==> config.mk <==
export PLATFORM = sky130hd
export DESIGN_NAME = vga_timing_gen
export DESIGN_NICKNAME = d
export VERILOG_FILES = /design/src/rtl/vga_pkg.sv /design/src/rtl/pixel_ce_gen.sv /design/src/rtl/vga_timing_gen.sv
export SDC_FILE = /design/constraint.sdc
export NUM_CORES = 1
export LEC_CHECK = 0
export BUFFER_PORTS_ARGS = -buffer_cell sky130_fd_sc_hd__buf_2
export CAP_MARGIN = 20
export CORE_ASPECT_RATIO = 1.5
export CORE_MARGIN = 2
export CORE_UTILIZATION = 51
export DETAILED_ROUTE_END_ITERATION = 16
export GPL_ROUTABILITY_DRIVEN = 0
export PLACE_DENSITY = 0.83
export SLEW_MARGIN = 25
export SYNTH_ARGS = -nofsm -noshare
export SYNTH_HDL_FRONTEND = slang
export SYNTH_HIERARCHICAL = 1
export SYNTH_SLANG_ARGS = --single-unit
==> constraint.sdc <==
create_clock -name clk100MHz -period 5.6 [get_ports clk100MHz]
set_input_delay 1.4 -clock clk100MHz [delete_from_list [all_inputs] [get_ports clk100MHz]]
set_output_delay 1.4 -clock clk100MHz [all_outputs]
set_load 0.01 [all_outputs]
==> src/rtl/vga_pkg.sv <==
// Shared VGA definitions: 640x480@60 timing defaults, colour codes, counter widths.
// Latency: n/a (constants and pure functions only).
// Backpressure: n/a.
package vga_pkg;

  // 640x480@60 raster, 25 MHz pixel rate derived from a 100 MHz clock
  localparam int H_VISIBLE_DEF = 640;
  localparam int H_FRONT_DEF   = 16;
  localparam int H_SYNC_DEF    = 96;
  localparam int H_BACK_DEF    = 48;
  localparam int V_VISIBLE_DEF = 480;
  localparam int V_FRONT_DEF   = 10;
  localparam int V_SYNC_DEF    = 2;
  localparam int V_BACK_DEF    = 33;
  localparam int CLK_DIV_DEF   = 4;
  localparam int COLOR_W_DEF   = 4;

  // Colour codes as {B,G,R} bit masks; a colour-bar index decodes directly against these
  localparam logic [2:0] RED_   = 3'b001;
  localparam logic [2:0] GREEN_ = 3'b010;
  localparam logic [2:0] BLUE_  = 3'b100;

  // Counter width for a modulus, never narrower than one bit
  function automatic int cnt_w(input int n);
    return (n > 1) ? $clog2(n) : 1;
  endfunction

  function automatic int hcw(input int h_total);
    return cnt_w(h_total);
  endfunction

  function automatic int vcw(input int v_total);
    return cnt_w(v_total);
  endfunction

endpackage

==> src/rtl/pixel_ce_gen.sv <==
// Pixel clock-enable divider: one-clock strobe every CLK_DIV system clocks.
// Latency: first strobe CLK_DIV clocks after reset release; strobe is combinational from the divider.
// Backpressure: none, free-running.
// Ports: clk (system clock), reset (sync, active-high), pix_ce (strobe, low while reset is high).
module pixel_ce_gen #(
  parameter int CLK_DIV = 4
) (
  input  logic clk,
  input  logic reset,
  output logic pix_ce
);

  localparam int DW = (CLK_DIV > 1) ? $clog2(CLK_DIV) : 1;
  localparam logic [DW-1:0] DIV_LAST = DW'(CLK_DIV - 1);

  logic [DW-1:0] div;

  // With CLK_DIV == 1 the divider sits at 0 == DIV_LAST and the strobe is continuous.
  always_ff @(posedge clk) begin
    if (reset) begin
      div <= '0;
    end else if (div == DIV_LAST) begin
      div <= '0;
    end else begin
      div <= div + DW'(1);
    end
  end

  assign pix_ce = !reset && (div == DIV_LAST);

endmodule

==> src/rtl/vga_timing_gen.sv <==
// Parametrised VGA raster timing generator with registered sync/blank and blanked RGB.
// Latency: sync, visenable and RGB lag hcount/vcount by one pixel (CLK_DIV clocks), mutually aligned.
// Backpressure: none; the colour source must answer within one pixel period.
// Ports: clk100MHz, reset (sync active-high); pix_r/g/b colour in for (hcount,vcount);
//   pattern_sel (used only with TEST_PATTERN_EN defined); hcount/vcount, pix_ce, line_start,
//   frame_start timing outputs; hsynch/vsynch/visenable and Rout/Gout/Bout registered outputs.
// Build option: define TEST_PATTERN_EN to add an internal 8-bar colour pattern selected by pattern_sel.
module vga_timing_gen
  import vga_pkg::*;
#(
  parameter int H_VISIBLE = H_VISIBLE_DEF,
  parameter int H_FRONT   = H_FRONT_DEF,
  parameter int H_SYNC    = H_SYNC_DEF,
  parameter int H_BACK    = H_BACK_DEF,
  parameter int V_VISIBLE = V_VISIBLE_DEF,
  parameter int V_FRONT   = V_FRONT_DEF,
  parameter int V_SYNC    = V_SYNC_DEF,
  parameter int V_BACK    = V_BACK_DEF,
  parameter int CLK_DIV   = CLK_DIV_DEF,
  parameter bit HS_POL    = 1'b0,
  parameter bit VS_POL    = 1'b0,
  parameter int COLOR_W   = COLOR_W_DEF
) (
  input  logic                clk100MHz,
  input  logic                reset,
  input  logic [COLOR_W-1:0]  pix_r,
  input  logic [COLOR_W-1:0]  pix_g,
  input  logic [COLOR_W-1:0]  pix_b,
  input  logic                pattern_sel,
  output logic [hcw(H_VISIBLE+H_FRONT+H_SYNC+H_BACK)-1:0] hcount,
  output logic [vcw(V_VISIBLE+V_FRONT+V_SYNC+V_BACK)-1:0] vcount,
  output logic                pix_ce,
  output logic                line_start,
  output logic                frame_start,
  output logic                hsynch,
  output logic                vsynch,
  output logic                visenable,
  output logic [COLOR_W-1:0]  Rout,
  output logic [COLOR_W-1:0]  Gout,
  output logic [COLOR_W-1:0]  Bout
);

  localparam int H_TOTAL  = H_VISIBLE + H_FRONT + H_SYNC + H_BACK;
  localparam int V_TOTAL  = V_VISIBLE + V_FRONT + V_SYNC + V_BACK;
  localparam int HCW      = hcw(H_TOTAL);
  localparam int VCW      = vcw(V_TOTAL);
  localparam int HS_START = H_VISIBLE + H_FRONT;
  localparam int HS_END   = H_VISIBLE + H_FRONT + H_SYNC - 1;
  localparam int VS_START = V_VISIBLE + V_FRONT;
  localparam int VS_END   = V_VISIBLE + V_FRONT + V_SYNC - 1;

  pixel_ce_gen #(
    .CLK_DIV (CLK_DIV)
  ) u_pixel_ce_gen (
    .clk     (clk100MHz),
    .reset   (reset),
    .pix_ce  (pix_ce)
  );

  // Raster counters; the line wrap and frame wrap land in the same update.
  always_ff @(posedge clk100MHz) begin
    if (reset) begin
      hcount <= '0;
      vcount <= '0;
    end else if (pix_ce) begin
      if (hcount == HCW'(H_TOTAL - 1)) begin
        hcount <= '0;
        if (vcount == VCW'(V_TOTAL - 1)) begin
          vcount <= '0;
        end else begin
          vcount <= vcount + VCW'(1);
        end
      end else begin
        hcount <= hcount + HCW'(1);
      end
    end
  end

  assign line_start  = pix_ce && (hcount == '0);
  assign frame_start = line_start && (vcount == '0);

  logic hs_act;
  logic vs_act;
  logic vis;

  assign hs_act = (hcount >= HCW'(HS_START)) && (hcount <= HCW'(HS_END));
  assign vs_act = (vcount >= VCW'(VS_START)) && (vcount <= VCW'(VS_END));
  assign vis    = (hcount < HCW'(H_VISIBLE)) && (vcount < VCW'(V_VISIBLE));

  // Colour source selection
  logic [COLOR_W-1:0] src_r;
  logic [COLOR_W-1:0] src_g;
  logic [COLOR_W-1:0] src_b;

`ifdef TEST_PATTERN_EN
  // Bar index hcount*8/H_VISIBLE; only meaningful while visible, blanking hides the rest.
  logic [2:0] bar;
  assign bar = 3'((32'(hcount) * 32'd8) / 32'(H_VISIBLE));

  always_comb begin
    src_r = pix_r;
    src_g = pix_g;
    src_b = pix_b;
    if (pattern_sel) begin
      src_r = {COLOR_W{|(bar & RED_)}};
      src_g = {COLOR_W{|(bar & GREEN_)}};
      src_b = {COLOR_W{|(bar & BLUE_)}};
    end
  end
`else
  logic unused_pattern_sel;
  assign unused_pattern_sel = pattern_sel;

  assign src_r = pix_r;
  assign src_g = pix_g;
  assign src_b = pix_b;
`endif

  // One-pixel output register; holds between strobes so the pipeline stays aligned.
  always_ff @(posedge clk100MHz) begin
    if (reset) begin
      hsynch    <= ~HS_POL;
      vsynch    <= ~VS_POL;
      visenable <= 1'b0;
      Rout      <= '0;
      Gout      <= '0;
      Bout      <= '0;
    end else if (pix_ce) begin
      hsynch    <= hs_act ? HS_POL : ~HS_POL;
      vsynch    <= vs_act ? VS_POL : ~VS_POL;
      visenable <= vis;
      Rout      <= vis ? src_r : '0;
      Gout      <= vis ? src_g : '0;
      Bout      <= vis ? src_b : '0;
    end
  end

endmodule

## Yosys cells after proc, flatten, opt, wreduce, memory -nomap -nowiden

Cells that the tools add are included.

| storage, ports and cells | value |
|---|---|
| bits in registers | 37 |
| input port bits | 15 |
| output and inout bits | 38 |
| word-level logic and storage cells | 39 |

| operators by class | value |
|---|---|
| equal/unequal tests | 3 |
| order comparisons | 6 |
| mux-type cells | 7 |
| reduce and logical (&&, ||, !) cells | 11 |
| $add $sub $neg | 3 |

Operators by type and width:

| operator | count |
|---|---|
| $add 10x1->10 const B | 2 |
| $eq 10x10->1 const B | 2 |
| $logic_not 10->1 | 2 |
| $mux 10 | 2 |
| $mux 4 | 3 |
| $ge 10x10->1 const B | 1 |
| $ge 10x9->1 const B | 1 |
| $le 10x10->1 const B | 1 |
| $le 10x9->1 const B | 1 |
| $lt 10x10->1 const B | 1 |
| $lt 10x9->1 const B | 1 |
| $logic_and 1x1->1 | 6 |
| $add 2x1->2 const B | 1 |
| $eq 2x2->1 const B | 1 |
| $mux 1 | 2 |
| $reduce_and 2->1 | 1 |
| $reduce_or 2->1 | 1 |
| $logic_not 1->1 | 1 |

## Longest topological paths before layout

| logic depth | value |
|---|---|
| depth in word-level cells | 4 |
| depth in mapped cells | 7 |
| gate-level depth less buffers | 6 |

## Cells and area by module

The synthesis kept the hierarchy.

Modules (own cells, without submodules):

| module | cells an instance | sequential area each (um2) | times used | area each (um2) |
|---|---|---|---|---|
| vga_timing_gen | 187 | 700.7 | 1 | 1620.3 |
| pixel_ce_gen | 6 | 40.0 | 1 | 83.8 |

## Worst setup path before layout

OpenSTA, ideal clock, no wires.

| path | value |
|---|---|
| path type | input-to-output |
| start point | in reset |
| end point | out frame_start |
| slack | 1.625 ns |
| cell stages on the path | 4 |
| data required time | 4.200 ns |
| path buffers | 0 |
| arrival | 2.575 ns |
| cells stage by stage | nor2b_2 inv_1 nor4_1 and4_1 |

| between the ends | value |
|---|---|
| cells in the longest elaborated chain, start to end | 4 |

Ends and longest elaborated chain:

| what | line | RTL |
|---|---|---|
| start: declaration | vga_timing_gen.sv:25 | `input logic reset,` |
| $logic_not 1->1 | pixel_ce_gen.sv:29 | `assign pix_ce = !reset && (div == DIV_LAST);` |
| $logic_and 1x1->1 | pixel_ce_gen.sv:29 |  |
| $logic_and 1x1->1 | vga_timing_gen.sv:79 | `assign line_start = pix_ce && (hcount == '0);` |
| net line_start | vga_timing_gen.sv:33 | `output logic line_start,` |
| $logic_and 1x1->1 | vga_timing_gen.sv:80 | `assign frame_start = line_start && (vcount == '0);` |
| end: declaration | vga_timing_gen.sv:34 | `output logic frame_start,` |

The timed path passes the listed nets, and every way through them passes these cells.

## Final worst setup path

| path | value |
|---|---|
| start point | in reset |
| end point | out frame_start |

| between the ends | value |
|---|---|
| cells in the longest elaborated chain, start to end | 4 |

Ends and longest elaborated chain:

| what | line |
|---|---|
| $logic_not 1->1 | pixel_ce_gen.sv:29 |
| $logic_and 1x1->1 | pixel_ce_gen.sv:29 |
| $logic_and 1x1->1 | vga_timing_gen.sv:79 |
| $logic_and 1x1->1 | vga_timing_gen.sv:80 |

Every way passes these cells.

==> impl_results.md <==
* Outcome: completed
* Flops & latches, synth at 37
* P_int at 0.377 mW
* Worst path cell trace: buf_2, nor2b_2, buf_4, inv_1, nor4_1, and4_1, buf_2
* Syn nets at around 210
* Root Buffer: clkbuf_8
* Average cell area after synthesis at just under 9 um2
* Hold WS at 432 ps
* DIE AREA at about 3800 um2
* Starting Density at 53.9%
* Slew headroom at 37.8%
* Post-route ant nets at 0
* CP Capture Type: output port
* # IOs at 53
* Setup WS post-layout at 1060 ps
* Critical setup path kind: in2out
* Final instance area at slightly above 2000 um2
* DRT Pass-1 Iters at 4
* Worst Path Required at about 4200 ps
* Worst hold path type: reg2reg
* Final Hold Fails at 0
* Hold wc startpoint: u_pixel_ce_gen/div[0]
* Antenna fix cells at 0
* DPL Wire Length at 2810 um
* Synth unique cells at 41
* Die Height at 74.8 um
* Warnings, synthesis at 6
* Layout Nets at 266
* Max-slew violation count at 0
* DR iter-0 viols at 58
* Clock share of power at 38.9%
* Clock Latency Late Sink at 290 ps
* Worst Path Max Fanout at 32
* Fillers at 281
* Max H-tree Level at 2
* Critical R2R Capture: vcount[7]
* WP data arrival at 3140 ps
* Largest net degree at the start of global routing at 33
* Post-Layout Cell Count at 285
* Most common library cells after synthesis: dfxtp_1, nor2_1, a21oi_1, a22oi_1, nand2_1
* Top-count cell post-synth: dfxtp_1
* Crit-path max cell delay at 480 ps
* CTS tree: built
* Resized Gates After CTS at 0
* Max Buffers Root-to-Sink at 2
* Most used flip-flop cell after synthesis: dfxtp_1
* Seq. cell area at 741 um2
* Final Skew at 10.1 ps
* Number of enable flip-flop cells after synthesis at 0
* Critical R2R Launch: u_pixel_ce_gen/div[0]
* Num CTS Buffers at 5
* Largest area contributor in the netlist: dfxtp_1
* Slowest CP cell: nor4_1
* Switching share of power at approximately 22%
* Tot Pwr at 0.485 mW
* Setup repair after global routing missed its margin: no
* Final Routed Wirelength at 3950 um
* Gr ovfl total at 0
* Synth top area share at 43.5%
* Area grow syn2layout at 21.7%
* DR WL/cell at 13.9 um
* Via count at 1644
* Fmax at around 220 MHz
* Combined area of the multi-input logic cells at 900 um2
* Cells on worst reg2reg path at 7
* Post-synthesis async set-or-reset flop share at 0%
* Min Tclk post-route at 4540 ps
* Vias in the first global route at 1478
* Power per Cell Area at 234 nW/um2
* Hold path depth at 1
* Post-Synthesis Cells at 193
* CTS sink count at 37
* Cells after DPL at ~280
* R2R Setup Slk at 3140 ps
* Maxcap violations at 0
* Most frequent CP cell: buf_2
* Initial antenna violation count at 0
* Share of cells above drive strength 1 at 28.2%
* IO buf count at 51
* Worst Tran Pin Value at 925 ps
* Total GRT Usage at 21.9%
* Die width at 51.2 um
* Share of power burned in registers at 55.6%
* Core Area at between 3000 and 4000 um2
* First-pass GRT wire length at 6310 um
* Post-layout util at 65.6%
* Place WS at 1080 ps
* Total Negative Setup Slacks at 0 ps
* Post-CTS Setup Inserts at 0
* Largest cells by area after synthesis: dfxtp_1, a22oi_1, ha_1
* Final period util at between 80% and 90%
* Final setup viols at 0
* Hold EP: u_pixel_ce_gen/div[0]
* Logic pwr share at under 10%
* VDD IR max at about 0.17 mV
* Cell area after placement at 1980 um2
* # DRC at 0
* Post-Syn Area at 1700 um2
* Worst-path clk slew at 70 ps
* Critical Path Start Type: input port
* Site Rows at 25
* Vias per cell at approximately 5.8
* Post-CTS Hold Buffers at 0
* Post-synthesis sequential area ratio at 43.5%
* Switching power at 0.108 mW
* Leakage power at 0.830 nW
==> cell type report <==
class,instances,area share [%]
repair buffers,52,12.7
clock buffers,6,3.98
multi-input cells,141,43.4
flip-flops and latches,37,35.7
inverters,8,1.45
well taps,40,2.41
clock inverters,1,0.362
==> critical path: cells and delay by family <==
| family | cells | cell delay [ps] |
|---|---|---|
| AND/OR/NAND/NOR | 3 | 900 |
| buffers and inverters | 4 | 850 |
==> worst max-delay path by stage <==
stage          start           to  slack (ps)  cells after the start
4_1_cts        reset  frame_start        1080                      7
2_1_floorplan  reset  frame_start        1630                      4
5_1_grt        reset  frame_start         870                      7
3_5_place_dp   reset  frame_start        1080                      7
6_report       reset  frame_start        1060                      7
3_3_place_gp   reset  frame_start        1120                      7
==> layout by cell type (no fill, tap or decap), drive strengths merged, types with 4 or more instances in the layout <==
cell    count
buf        52
nand2      12
nor2       18
xnor2       5
xor2        4
o21ai      11
a21oi      12
or3         8
nand3       7
nand4       8
inv         8
dfxtp      37
nor3       10
nor4        4
a22oi      12
ha          6
clkbuf      6
==> cell families (layout without fill, tap and decap cells) <==
logic type | after synthesis | after routing | share of synthesized area, %
simple gates | 87 | 87 | 29.9
compound gates | 39 | 39 | 13.9
flops | 37 | 37 | 43.5
buf+inv | 15 | 67 | 3.74
xor+xnor | 9 | 9 | 4.63
fa+ha+maj | 6 | 6 | 4.41
==> power by group through the flow <==
stage,registers (mW),clock network [mW],logic [mW]
after floorplan,0.277,0,0.0150
final,0.270,0.189,0.0267
after global placement,0.276,0,0.0264
after CTS,0.270,0.193,0.0271
after detailed placement,0.276,0,0.0270
after global routing,0.270,0.203,0.0302
==> per-layer routing <==
metal	vias up	share of wire (%)	global-route usage, %	routed length, um
met4	0	1.8	11.1	73
li1	805	-	-	-
met2	48	53	39.1	2070
met3	7	4.5	5.56	177
met1	784	41	23.8	1620
met5	-	0	0	0
==> state kept, by name (all words and copies together), names as in the netlist <==
| register | flops |
|---|---|
| hcount | 10 |
| vcount | 10 |
| Bout | 4 |
| Gout | 4 |
| Rout | 4 |
| u_pixel_ce_gen/div | 2 |
| hsynch | 1 |
| visenable | 1 |
| vsynch | 1 |
No activity file was read; power rests on OpenSTA's default activity.
